==> src/rtl/fp_special_result_gen.sv <==
// Special-case result override for the FMA output: canonical NaN, +/-Inf or signed zero,
// chosen from issue-time operand flags carried alongside the core pipeline.
module fp_special_result_gen #(
  parameter int EXP_WIDTH  = 8,
  parameter int CSIG_WIDTH = 23,
  parameter int CWIDTH     = 1 + EXP_WIDTH + CSIG_WIDTH,
  parameter int LATENCY    = 3,
  parameter int CNT_WIDTH  = 16
) (
  input  logic                 clk,
  input  logic                 rst,
  input  logic                 s_valid,
  output logic                 s_ready,
  input  logic                 s_nan,
  input  logic                 s_pinf,
  input  logic                 s_ninf,
  input  logic                 s_inf_x_zero,
  input  logic                 s_prod_zero,
  input  logic                 s_prod_sign,
  input  logic                 s_c_zero,
  input  logic                 s_c_sign,
  output logic                 pipe_en,
  input  logic                 dp_valid,
  input  logic [CWIDTH-1:0]    dp_result,
  output logic                 m_valid,
  input  logic                 m_ready,
  output logic [CWIDTH-1:0]    m_result,
  output logic                 m_special,
  output logic [CNT_WIDTH-1:0] nan_count,
  output logic                 align_err,
  input  logic                 clr
);

  localparam int NST = LATENCY - 1;

  localparam logic [CWIDTH-1:0] QNAN = {1'b0, {EXP_WIDTH{1'b1}}, 1'b1, {(CSIG_WIDTH-1){1'b0}}};
  localparam logic [CWIDTH-1:0] PINF = {1'b0, {EXP_WIDTH{1'b1}}, {CSIG_WIDTH{1'b0}}};
  localparam logic [CWIDTH-1:0] NINF = {1'b1, {EXP_WIDTH{1'b1}}, {CSIG_WIDTH{1'b0}}};

  typedef struct packed {
    logic nan;
    logic pinf;
    logic ninf;
    logic inf_x_zero;
    logic prod_zero;
    logic prod_sign;
    logic c_zero;
    logic c_sign;
  } flags_t;

  logic [NST:1]          vld_q, vld_d;
  flags_t                flg_q [1:NST];
  flags_t                flg_d [1:NST];
  logic                  m_valid_q, m_valid_d;
  logic [CWIDTH-1:0]     m_result_q, m_result_d;
  logic                  m_special_q, m_special_d;
  logic                  m_isnan_q, m_isnan_d;
  logic [CNT_WIDTH-1:0]  nan_count_q, nan_count_d;
  logic                  align_err_q, align_err_d;

  flags_t                f;
  logic                  is_nan;
  logic [CWIDTH-1:0]     res_sel;
  logic                  spec_sel;

  assign pipe_en   = ~m_valid_q | m_ready;
  assign s_ready   = pipe_en;
  assign m_valid   = m_valid_q;
  assign m_result  = m_result_q;
  assign m_special = m_special_q;
  assign nan_count = nan_count_q;
  assign align_err = align_err_q;

  always_comb begin
    vld_d = vld_q;
    flg_d = flg_q;
    if (pipe_en) begin
      vld_d[1] = s_valid;
      flg_d[1] = {s_nan, s_pinf, s_ninf, s_inf_x_zero,
                  s_prod_zero, s_prod_sign, s_c_zero, s_c_sign};
      for (int i = 2; i <= NST; i++) begin
        vld_d[i] = vld_q[i-1];
        flg_d[i] = flg_q[i-1];
      end
    end
  end

  assign f      = flg_q[NST];
  assign is_nan = f.nan | f.inf_x_zero | (f.pinf & f.ninf);

  always_comb begin
    res_sel  = dp_result;
    spec_sel = 1'b1;
    if (is_nan)                     res_sel = QNAN;
    else if (f.pinf)                res_sel = PINF;
    else if (f.ninf)                res_sel = NINF;
    // exact-zero sum under round-to-nearest is -0 only when both addends are -0
    else if (f.prod_zero & f.c_zero) res_sel = {f.prod_sign & f.c_sign, {(CWIDTH-1){1'b0}}};
    else                            spec_sel = 1'b0;
  end

  always_comb begin
    m_valid_d   = m_valid_q;
    m_result_d  = m_result_q;
    m_special_d = m_special_q;
    m_isnan_d   = m_isnan_q;
    if (pipe_en) begin
      m_valid_d = vld_q[NST];
      if (vld_q[NST]) begin
        m_result_d  = res_sel;
        m_special_d = spec_sel;
        m_isnan_d   = is_nan;
      end
    end
  end

  always_comb begin
    align_err_d = align_err_q | (pipe_en & vld_q[NST] & ~dp_valid);
    nan_count_d = nan_count_q;
    if (m_valid_q & m_ready & m_isnan_q & (nan_count_q != {CNT_WIDTH{1'b1}}))
      nan_count_d = nan_count_q + 1'b1;
    if (clr) begin
      align_err_d = 1'b0;
      nan_count_d = '0;
    end
  end

  always_ff @(posedge clk or posedge rst) begin
    if (rst) begin
      vld_q       <= '0;
      m_valid_q   <= 1'b0;
      m_result_q  <= '0;
      m_special_q <= 1'b0;
      m_isnan_q   <= 1'b0;
      nan_count_q <= '0;
      align_err_q <= 1'b0;
    end else begin
      vld_q       <= vld_d;
      m_valid_q   <= m_valid_d;
      m_result_q  <= m_result_d;
      m_special_q <= m_special_d;
      m_isnan_q   <= m_isnan_d;
      nan_count_q <= nan_count_d;
      align_err_q <= align_err_d;
    end
  end

  // flag payload is qualified by vld_q, so it carries no reset
  always_ff @(posedge clk) begin
    flg_q <= flg_d;
  end

endmodule
==> config.mk <==
export PLATFORM = sky130hd
export DESIGN_NAME = fp_special_result_gen
export DESIGN_NICKNAME = d
export VERILOG_FILES = /design/src/rtl/fp_special_result_gen.sv
export SDC_FILE = /design/constraint.sdc
export NUM_CORES = 1
export LEC_CHECK = 0
export ABC_AREA = 1
export CAP_MARGIN = 20
export CORE_ASPECT_RATIO = 2
export CORE_MARGIN = 2
export CORE_UTILIZATION = 49
export CTS_CLUSTER_DIAMETER = 50
export DETAILED_ROUTE_END_ITERATION = 8
export PLACE_DENSITY_LB_ADDON = 0.25
export SLEW_MARGIN = 20
export SYNTH_ARGS = -nofsm -noshare
export SYNTH_HDL_FRONTEND = slang
export SYNTH_SLANG_ARGS = --single-unit
export TNS_END_PERCENT = 50
==> constraint.sdc <==
create_clock -name clk -period 3.9 [get_ports clk]
set_input_delay 0.585 -clock clk [delete_from_list [all_inputs] [get_ports clk]]
set_output_delay 0.585 -clock clk [all_outputs]
set_load 0.005 [all_outputs]
==> results of run 1 <==
-- worst paths after layout --
check                           endpoint  slack (ps)  depth (start not counted)       from
hold / removal                      f[3]         420                          0  flg_q[11]
setup reg to reg            m_result[17]        1970                          7    m_valid
setup / recovery                 pipe_en        1370                          4    m_ready
max in group asynchronous  nan_count[14]        2740                          2        rst
hold reg to reg                     f[3]         420                          0  flg_q[11]
min in group asynchronous   nan_count[6]         700                          2        rst
-- cells by family (layout without fill, tap and decap cells) --
family / Yosys count / after routing / synth area share, %
AO/OA/AOI/OAI: 23 / 23 / 4.01
flip-flops: 70 / 70 / 60.5
buffers and inverters: 32 / 134 / 4.63
XOR/XNOR: 4 / 4 / 1.16
adder cells (fa/ha/maj): 1 / 1 / 0.413
AND/OR/NAND/NOR: 206 / 206 / 28.9
multiplexers: 1 / 1 / 0.372
-- registers in the layout (all words and copies together), names as in the netlist --
register   cells
flg_q          8
vld_q          2
m_result      32
nan_count     16
m_special      1
m_valid        1
m_isnan_q      1
f              8
align_err      1
-- power breakdown --
group	leakage, nW	internal [mW]	switching [mW]
Sequential	0.852	0.836	0.0452
Clock	0.146	0.555	0.288
Combinational	0.962	0.155	0.175
Total	1.96	1.55	0.508
-- layer usage --
| metal | track usage (%) | vias up |
|---|---|---|
| li1 | - | 1260 |
| met5 | 0 | - |
| met2 | 42.1 | 91 |
| met1 | 25.3 | 1250 |
| met4 | 14.4 | 0 |
| met3 | 6.52 | 24 |
-- final cells by class --
cell class / instances / area [um2]
clock inverters: 4 / 72.6
flip-flops and latches: 70 / 1830
clock buffers: 11 / 233
inverters: 21 / 81.3
repair buffers: 98 / 981
multi-input cells: 235 / 1050
well taps: 63 / 78.8
fillers: 471 / 1670
-- Yosys cell counts (all sizes together) --
master  number  area (um2)
a21oi       14        70.1
a31oi        1        6.26
buf          5        38.8
clkbuf       6        22.5
dfrtp       54        1350
edfxtp      16         480
ha           1        12.5
inv         21        78.8
mux2         1        11.3
nand2      138         536
nand3       19         100
nand4        8        50.1
nor2        40         183
o21a         1        7.51
o21ai        6        30.0
o21bai       1        7.51
or2          1        6.26
xor2         4        35.0
-- worst max-delay path: cells and delay by family --
family                 cells  cell delay [ps]
buffers and inverters      3             1120
AND/OR/NAND/NOR            1              230
==> flow_metrics.tcl, run 1 <==
set metrics [dict create \
    status "complete, no violations" \
    wl_met2_mm 4.38 \
    stdcell_area_um2 4330 \
    skew_ps 5.56 \
    worst_slack_ps 1370 \
    syn-instance-count 337 \
    worst_setup_path_end_kind "output port" \
    max_stage_delay_ps 560 \
    synth_cell_type_count 25 \
    die_h_um 115 \
    crit_required_ps 3310 \
    cts_sinks 70 \
    timing.fmax_mhz 396 \
    antenna-diode-count 0 \
    fin_tns_setup_ps 0 \
    tightest_slew_ps 654 \
    cpMostUsedCell "clkdlybuf4s50_1" \
    placed_cells 487 \
    yosysSeqAreaShare_pct 60.5 \
    top_layer "met4" \
    num_io_pins 99 \
    wl_mm 7.67 \
    gp_congestion 0.932 \
    ctsHoldBuffers 0 \
    ctsHtreeMaxLevel 3 \
    final_cell_mix "nand2_1, clkdlybuf4s50_1, dfrtp_1, nor2_1, inv_1" \
    syn_to_final_growth_pct 43.2 \
    drive_above_1_share_pct 6.15 \
    report.final.slew_viol_count 0 \
    grt_max_degree 55 \
    p_per_area_nw_per_um2 474 \
    drt-vias-per-instance 5.23 \
    timing.slew.headroom_pct 55.9 \
    mostFrequentLayoutCell "nand2_1" \
    rows 40 \
    hold_violations 0 \
    netlist_area_um2 3030 \
    drt-met1-wl_mm 2.67 \
    post_cts_resized 0 \
    place_ws_ps 1270 \
    antenna_left 0 \
    power_mw 2.05 \
    crit_chain "clkdlybuf4s50_1 > inv_1 > nand2_4 > clkdlybuf4s50_1" \
    portBuffers 98 \
    cp-start-kind "primary input" \
    numCtsBuffers 9 \
    grt_antenna_before_repair 0 \
    cts-root-buf "clkbuf_16" \
    hpwl_mm 5.59 \
    grt_use_total_pct 24.3 \
    hp-class "register to register" \
    whs_ps 417 \
    clk_pin_slew_ps 50 \
    period_minus_slack_ps 2530 \
    start_util_pct 50.4 \
    fin_crit_sh_pct 64.8 \
    grt-ovfl-total 0 \
    vias 2625 \
    fp.dieW_um 59.6 \
    insertion_delay_ps 330 \
    grt_pass1_vias 2594 \
    yosys_warnings 0 \
    grt_pass1_wl_mm 12.1 \
    drc 0 \
    drtPass1Iterations 4 \
    drtIter0Drc 190 \
    final_cells 502 \
    die_area_um2 6860 \
    max-vdd-ir-drop_uv 416 \
    syn_nets 384 \
    cts_tree "done" \
    finalSetupViolCount 0 \
    met3_wirelength_um 315 \
    grt_setup_unrepaired "no" \
    max_cap_viol_count 0 \
    wl_per_cell_um 15.3 \
    postCtsSetupBuffers 0 \
    crit_arrival_ps 1940 \
    power.leakage_nw 1.96 \
    fin_util_pct 72.1 \
    critPathKind "primary input to output port" \
    cts.path.max_buffers 2 \
    syn_area_per_cell_um2 8.98 \
    coreArea_um2 6010 \
    placed_area_um2 4030 \
    ys_ff_latch 70 \
    cpMaxStageDelayCell "clkdlybuf4s50_1" \
    final_nets 482 \
    crit_fanout 23 \
]
Note: power is estimated with default switching activity, not from simulation.
==> run 2: changes to the inputs <==
- CORE_UTILIZATION: 49 -> 41
- clock period: 3.9 -> 2.25 ns (I/O delays scaled with it)
==> run 2 against run 1 <==
Against the previous run:
- clock skew is essentially flat
- critical path depth is the same
- die area grew 18%
- sequential cell count is the same
- clock power grew 54%
- combinational power grew 83%
- global-route usage shrank 4.9 points
- critical endpoint unchanged
- largest cell class unchanged
==> flow_metrics.tcl, run 2 (synthesized netlist as in run 1, its figures left out) <==
set metrics [dict create \
    drtPass1Iterations 4 \
    drc 0 \
    die_area_um2 8130 \
    start_util_pct 42.0 \
    power.leakage_nw 1.99 \
    grt_max_degree 55 \
    antenna_left 0 \
    report.final.slew_viol_count 0 \
    top_layer "met4" \
    crit_buf_inv 3 \
    grt_pass1_vias 2551 \
    post_cts_resized 0 \
    ctsHtreeMaxLevel 3 \
    wl_per_cell_um 13.7 \
    fin_crit_sh_pct 84.4 \
    power_mw 3.42 \
    crit_fanout 8 \
    largest_register_ffs 32 \
    critPathKind "primary input to output port" \
    drive_above_1_share_pct 8.48 \
    grt-ovfl-total 0 \
    numCtsBuffers 9 \
    max_stage_delay_ps 540 \
    num_io_pins 99 \
    mostFrequentLayoutCell "nand2_1" \
    crit_chain "clkdlybuf4s50_1 > inv_1 > nand2_4 > clkdlybuf4s50_1" \
    cpMaxStageDelayCell "clkdlybuf4s50_1" \
    die_h_um 126 \
    cts.path.max_buffers 2 \
    hold_violations 0 \
    max-vdd-ir-drop_uv 623 \
    cts_sinks 70 \
    portBuffers 98 \
    syn_to_final_growth_pct 45.9 \
    cpMostUsedCell "clkdlybuf4s50_1" \
    fin_util_pct 61.2 \
    tightest_slew_ps 420 \
    ctsHoldBuffers 0 \
    status "complete, no violations" \
    final_cell_mix "nand2_1, clkdlybuf4s50_1, dfrtp_1, nor2_1, inv_1" \
    drtIter0Drc 202 \
    whs_ps 381 \
    wl_mm 7.38 \
    hp-class "primary input to asynchronous set/reset pin" \
    grt_setup_unrepaired "no" \
    cts-root-buf "clkbuf_16" \
    timing.slew.headroom_pct 71.9 \
    insertion_delay_ps 330 \
    p_per_area_nw_per_um2 774 \
    final_nets 490 \
    drt-met1-wl_mm 2.60 \
    hpwl_mm 5.45 \
    coreArea_um2 7210 \
    gp_congestion 0.876 \
    fp.dieW_um 64.8 \
    period_minus_slack_ps 1900 \
    met3_wirelength_um 313 \
    worst_setup_path_end_kind "output port" \
    antenna-diode-count 0 \
    crit_family "buffers and inverters" \
    timing.fmax_mhz 527 \
    fin_tns_setup_ps 0 \
    grt_pass1_wl_mm 11.9 \
    grt_antenna_before_repair 0 \
    max_cap_viol_count 0 \
    grt_use_total_pct 19.4 \
    clk_pin_slew_ps 60 \
    crit_arrival_ps 1560 \
    skew_ps 5.20 \
    wl_met2_mm 4.16 \
    drt-vias-per-instance 4.86 \
    cp-start-kind "primary input" \
    crit_required_ps 1910 \
    vias 2622 \
    finalSetupViolCount 0 \
    postCtsSetupBuffers 0 \
    rows 44 \
    cts_tree "done" \
]
==> run 2: cell count changes in the layout (fill, tap and decap cells not counted), sizes merged <==
cell    change
buf         +8
bufinv      -2
clkbuf      -2
clkinv      +2
inv         +3
==> run 2: where the power goes <==
part           total, mW  switching, mW  internal [mW]
sequential          1.52         0.0702           1.45
clock               1.30          0.540          0.758
combinational      0.603          0.308          0.296
==> run 2: layout make-up <==
type | count | area (um2)
Clock inverter | 7 | 56.3
Clock buffer | 9 | 225
Sequential cell | 70 | 1830
Multi-Input combinational cell | 235 | 1050
Timing Repair Buffer | 106 | 1050
Fill cell | 613 | 2800
Inverter | 21 | 78.8
Tap cell | 92 | 115
==> run 2: per-layer routing <==
layer  vias up  global-route usage, %
met4         0                   11.9
met2        92                   34.4
met1      1222                   19.7
met5         -                      0
li1       1282                      -
met3        26                   4.68
==> run 2: worst reg2reg max path, cell delays in order, from the launching register on <==
cell	delay (ps)
dfrtp_1	410
ha_1	210
nand2_1	90
nor2_2	100
nand2_2	100
nor2_2	140
nor2_2	90
nor2_4	310
nand2_1	90
nand2_1	80
==> run 2: path summary, 6_finish.rpt <==
kind,end,slack (ps),cells past startpoint,startpoint
max,pipe_en,350,4,m_ready
min,nan_count[10],380,3,rst
max reg2reg,nan_count[10],550,9,nan_count[1]
min reg2reg,f[6],420,0,flg_q[14]
max in group asynchronous,m_result[5],1630,3,rst
min in group clk,f[6],420,0,flg_q[14]
==> run 2: through the flow <==
| step | cell area [um2] | setup WS (ps) | std cells |
|---|---|---|---|
| final | 4420 | 351 | 540 |
| after global placement | 4130 | 304 | 524 |
| after CTS | 4420 | 320 | 540 |
| after global routing | 4420 | 293 | 540 |
| after floorplan | 3030 | 598 | 337 |
| after detailed placement | 4130 | 299 | 524 |
==> run 3: changes to the inputs <==
- CORE_UTILIZATION: 41 -> 46
- clock period: 2.25 -> 1.81 ns (I/O delays scaled with it)
==> run 3 against run 2 <==
Against the previous run:
- clock skew up 1.9 ps
- total power up 23%
- sequential power up 24%
- critical path depth unchanged
- largest cell class unchanged
==> flow_metrics.tcl, run 3 (synthesized netlist as in run 1, its figures left out) <==
set metrics [dict create \
    cts_sinks 70 \
    hpwl_mm 5.72 \
    num_io_pins 99 \
    numCtsBuffers 9 \
    post_cts_resized 0 \
    drc 0 \
    fp.dieW_um 61.4 \
    status "complete, no violations" \
    cts-root-buf "clkbuf_16" \
    crit_chain "clkdlybuf4s50_1 > inv_1 > nand2_4 > clkdlybuf4s50_1" \
    tightest_slew_ps 425 \
    max-vdd-ir-drop_uv 784 \
    drtPass1Iterations 4 \
    hold_violations 0 \
    clk_pin_slew_ps 50 \
    coreArea_um2 6360 \
    portBuffers 98 \
    power_mw 4.20 \
    cts.path.max_buffers 2 \
    final_cell_mix "nand2_1, clkdlybuf4s50_1, dfrtp_1, nor2_1, inv_1" \
    largest_register_ffs 32 \
    cpMaxStageDelayCell "clkdlybuf4s50_1" \
    crit_required_ps 1540 \
    wl_per_cell_um 14.2 \
    ctsHtreeMaxLevel 3 \
    syn_to_final_growth_pct 47.5 \
    skew_ps 7.12 \
    insertion_delay_ps 330 \
    grt_antenna_before_repair 0 \
    ctsHoldBuffers 0 \
    power.leakage_nw 2.02 \
    wl_mm 7.69 \
    placed_cells 524 \
    cpMostUsedCell "clkdlybuf4s50_1" \
    fin_crit_sh_pct 96.1 \
    timing.fmax_mhz 575 \
    fin_tns_setup_ps 0 \
    worst_setup_path_end_kind "output port" \
    gp_congestion 0.986 \
    postCtsSetupBuffers 0 \
    crit_fanout 4 \
    cts_tree "done" \
    hp-class "primary input to asynchronous set/reset pin" \
    report.final.slew_viol_count 0 \
    max_cap_viol_count 0 \
    final_cells 541 \
    antenna-diode-count 0 \
    critPathKind "primary input to output port" \
    drt-vias-per-instance 4.94 \
    rows 41 \
    start_util_pct 47.6 \
    grt_setup_unrepaired "no" \
    grt_use_total_pct 23.2 \
    max_stage_delay_ps 530 \
    vias 2673 \
    drtIter0Drc 128 \
    die_h_um 119 \
    crit_arrival_ps 1470 \
    grt_pass1_vias 2679 \
    mostFrequentLayoutCell "nand2_1" \
    drive_above_1_share_pct 8.79 \
    finalSetupViolCount 0 \
    grt-ovfl-total 0 \
    grt_max_degree 55 \
    cp-start-kind "primary input" \
    antenna_left 0 \
    grt_pass1_wl_mm 12.2 \
    die_area_um2 7280 \
    timing.slew.headroom_pct 71.5 \
    final_nets 497 \
    fin_util_pct 70.2 \
    p_per_area_nw_per_um2 941 \
    period_minus_slack_ps 1740 \
]
==> run 3: changes by cell type in the layout (fill, tap and decap cells not counted), sizes merged <==
cell	before	now
clkbuf	9	10
inv	24	21
clkinvlp	1	2
buf	8	15
clkinv	3	4
==> run 3: final cells by class <==
type	count	area, um2
inverter	21	78.8
tap	86	108
clock buffer	10	229
fill	533	1900
clock inverter	6	30.0
sequential	70	1830
multi-input combinational	235	1050
timing repair buffer	113	1130
==> run 3: report_power, final <==
group | switching (mW) | internal (mW)
Clock | 0.613 | 0.906
Sequential | 0.0912 | 1.80
Combinational | 0.392 | 0.396
Total | 1.10 | 3.10
==> run 3: final timing paths <==
check	slack, ps	from	endpoint	cells after the start
worst max-delay path	70	m_ready	pipe_en	4
worst min-delay path	310	rst	align_err	3
worst max register to register	190	nan_count[0]	nan_count[2]	10
worst min register to register	420	flg_q[15]	f[7]	0
max in group asynchronous	1250	rst	nan_count[2]	3
min in group clk	420	flg_q[15]	f[7]	0
==> run 3: critical path: cells and delay by family <==
family                 cells  cell delay, ps
buffers and inverters      3            1110
and+or+nand+nor            1              80
==> run 3: stage by stage <==
step	area [um2]	worst slack, ps	hold slack (ps)
CTS	4440	59.8	327
detailed placement	4180	65.7	407
global placement	4180	49.0	401
finish	4460	71.4	314
global route	4460	46.9	359
floorplan	3030	224	370
==> run 3: routing by layer <==
| metal | GRT usage [%] | up-vias | routed length, um |
|---|---|---|---|
| met5 | 0 | - | 0 |
| met4 | 14.9 | 0 | 446 |
| met3 | 5.69 | 31 | 332 |
| met2 | 39.0 | 91 | 4270 |
| met1 | 24.1 | 1254 | 2640 |
| li1 | - | 1297 | - |
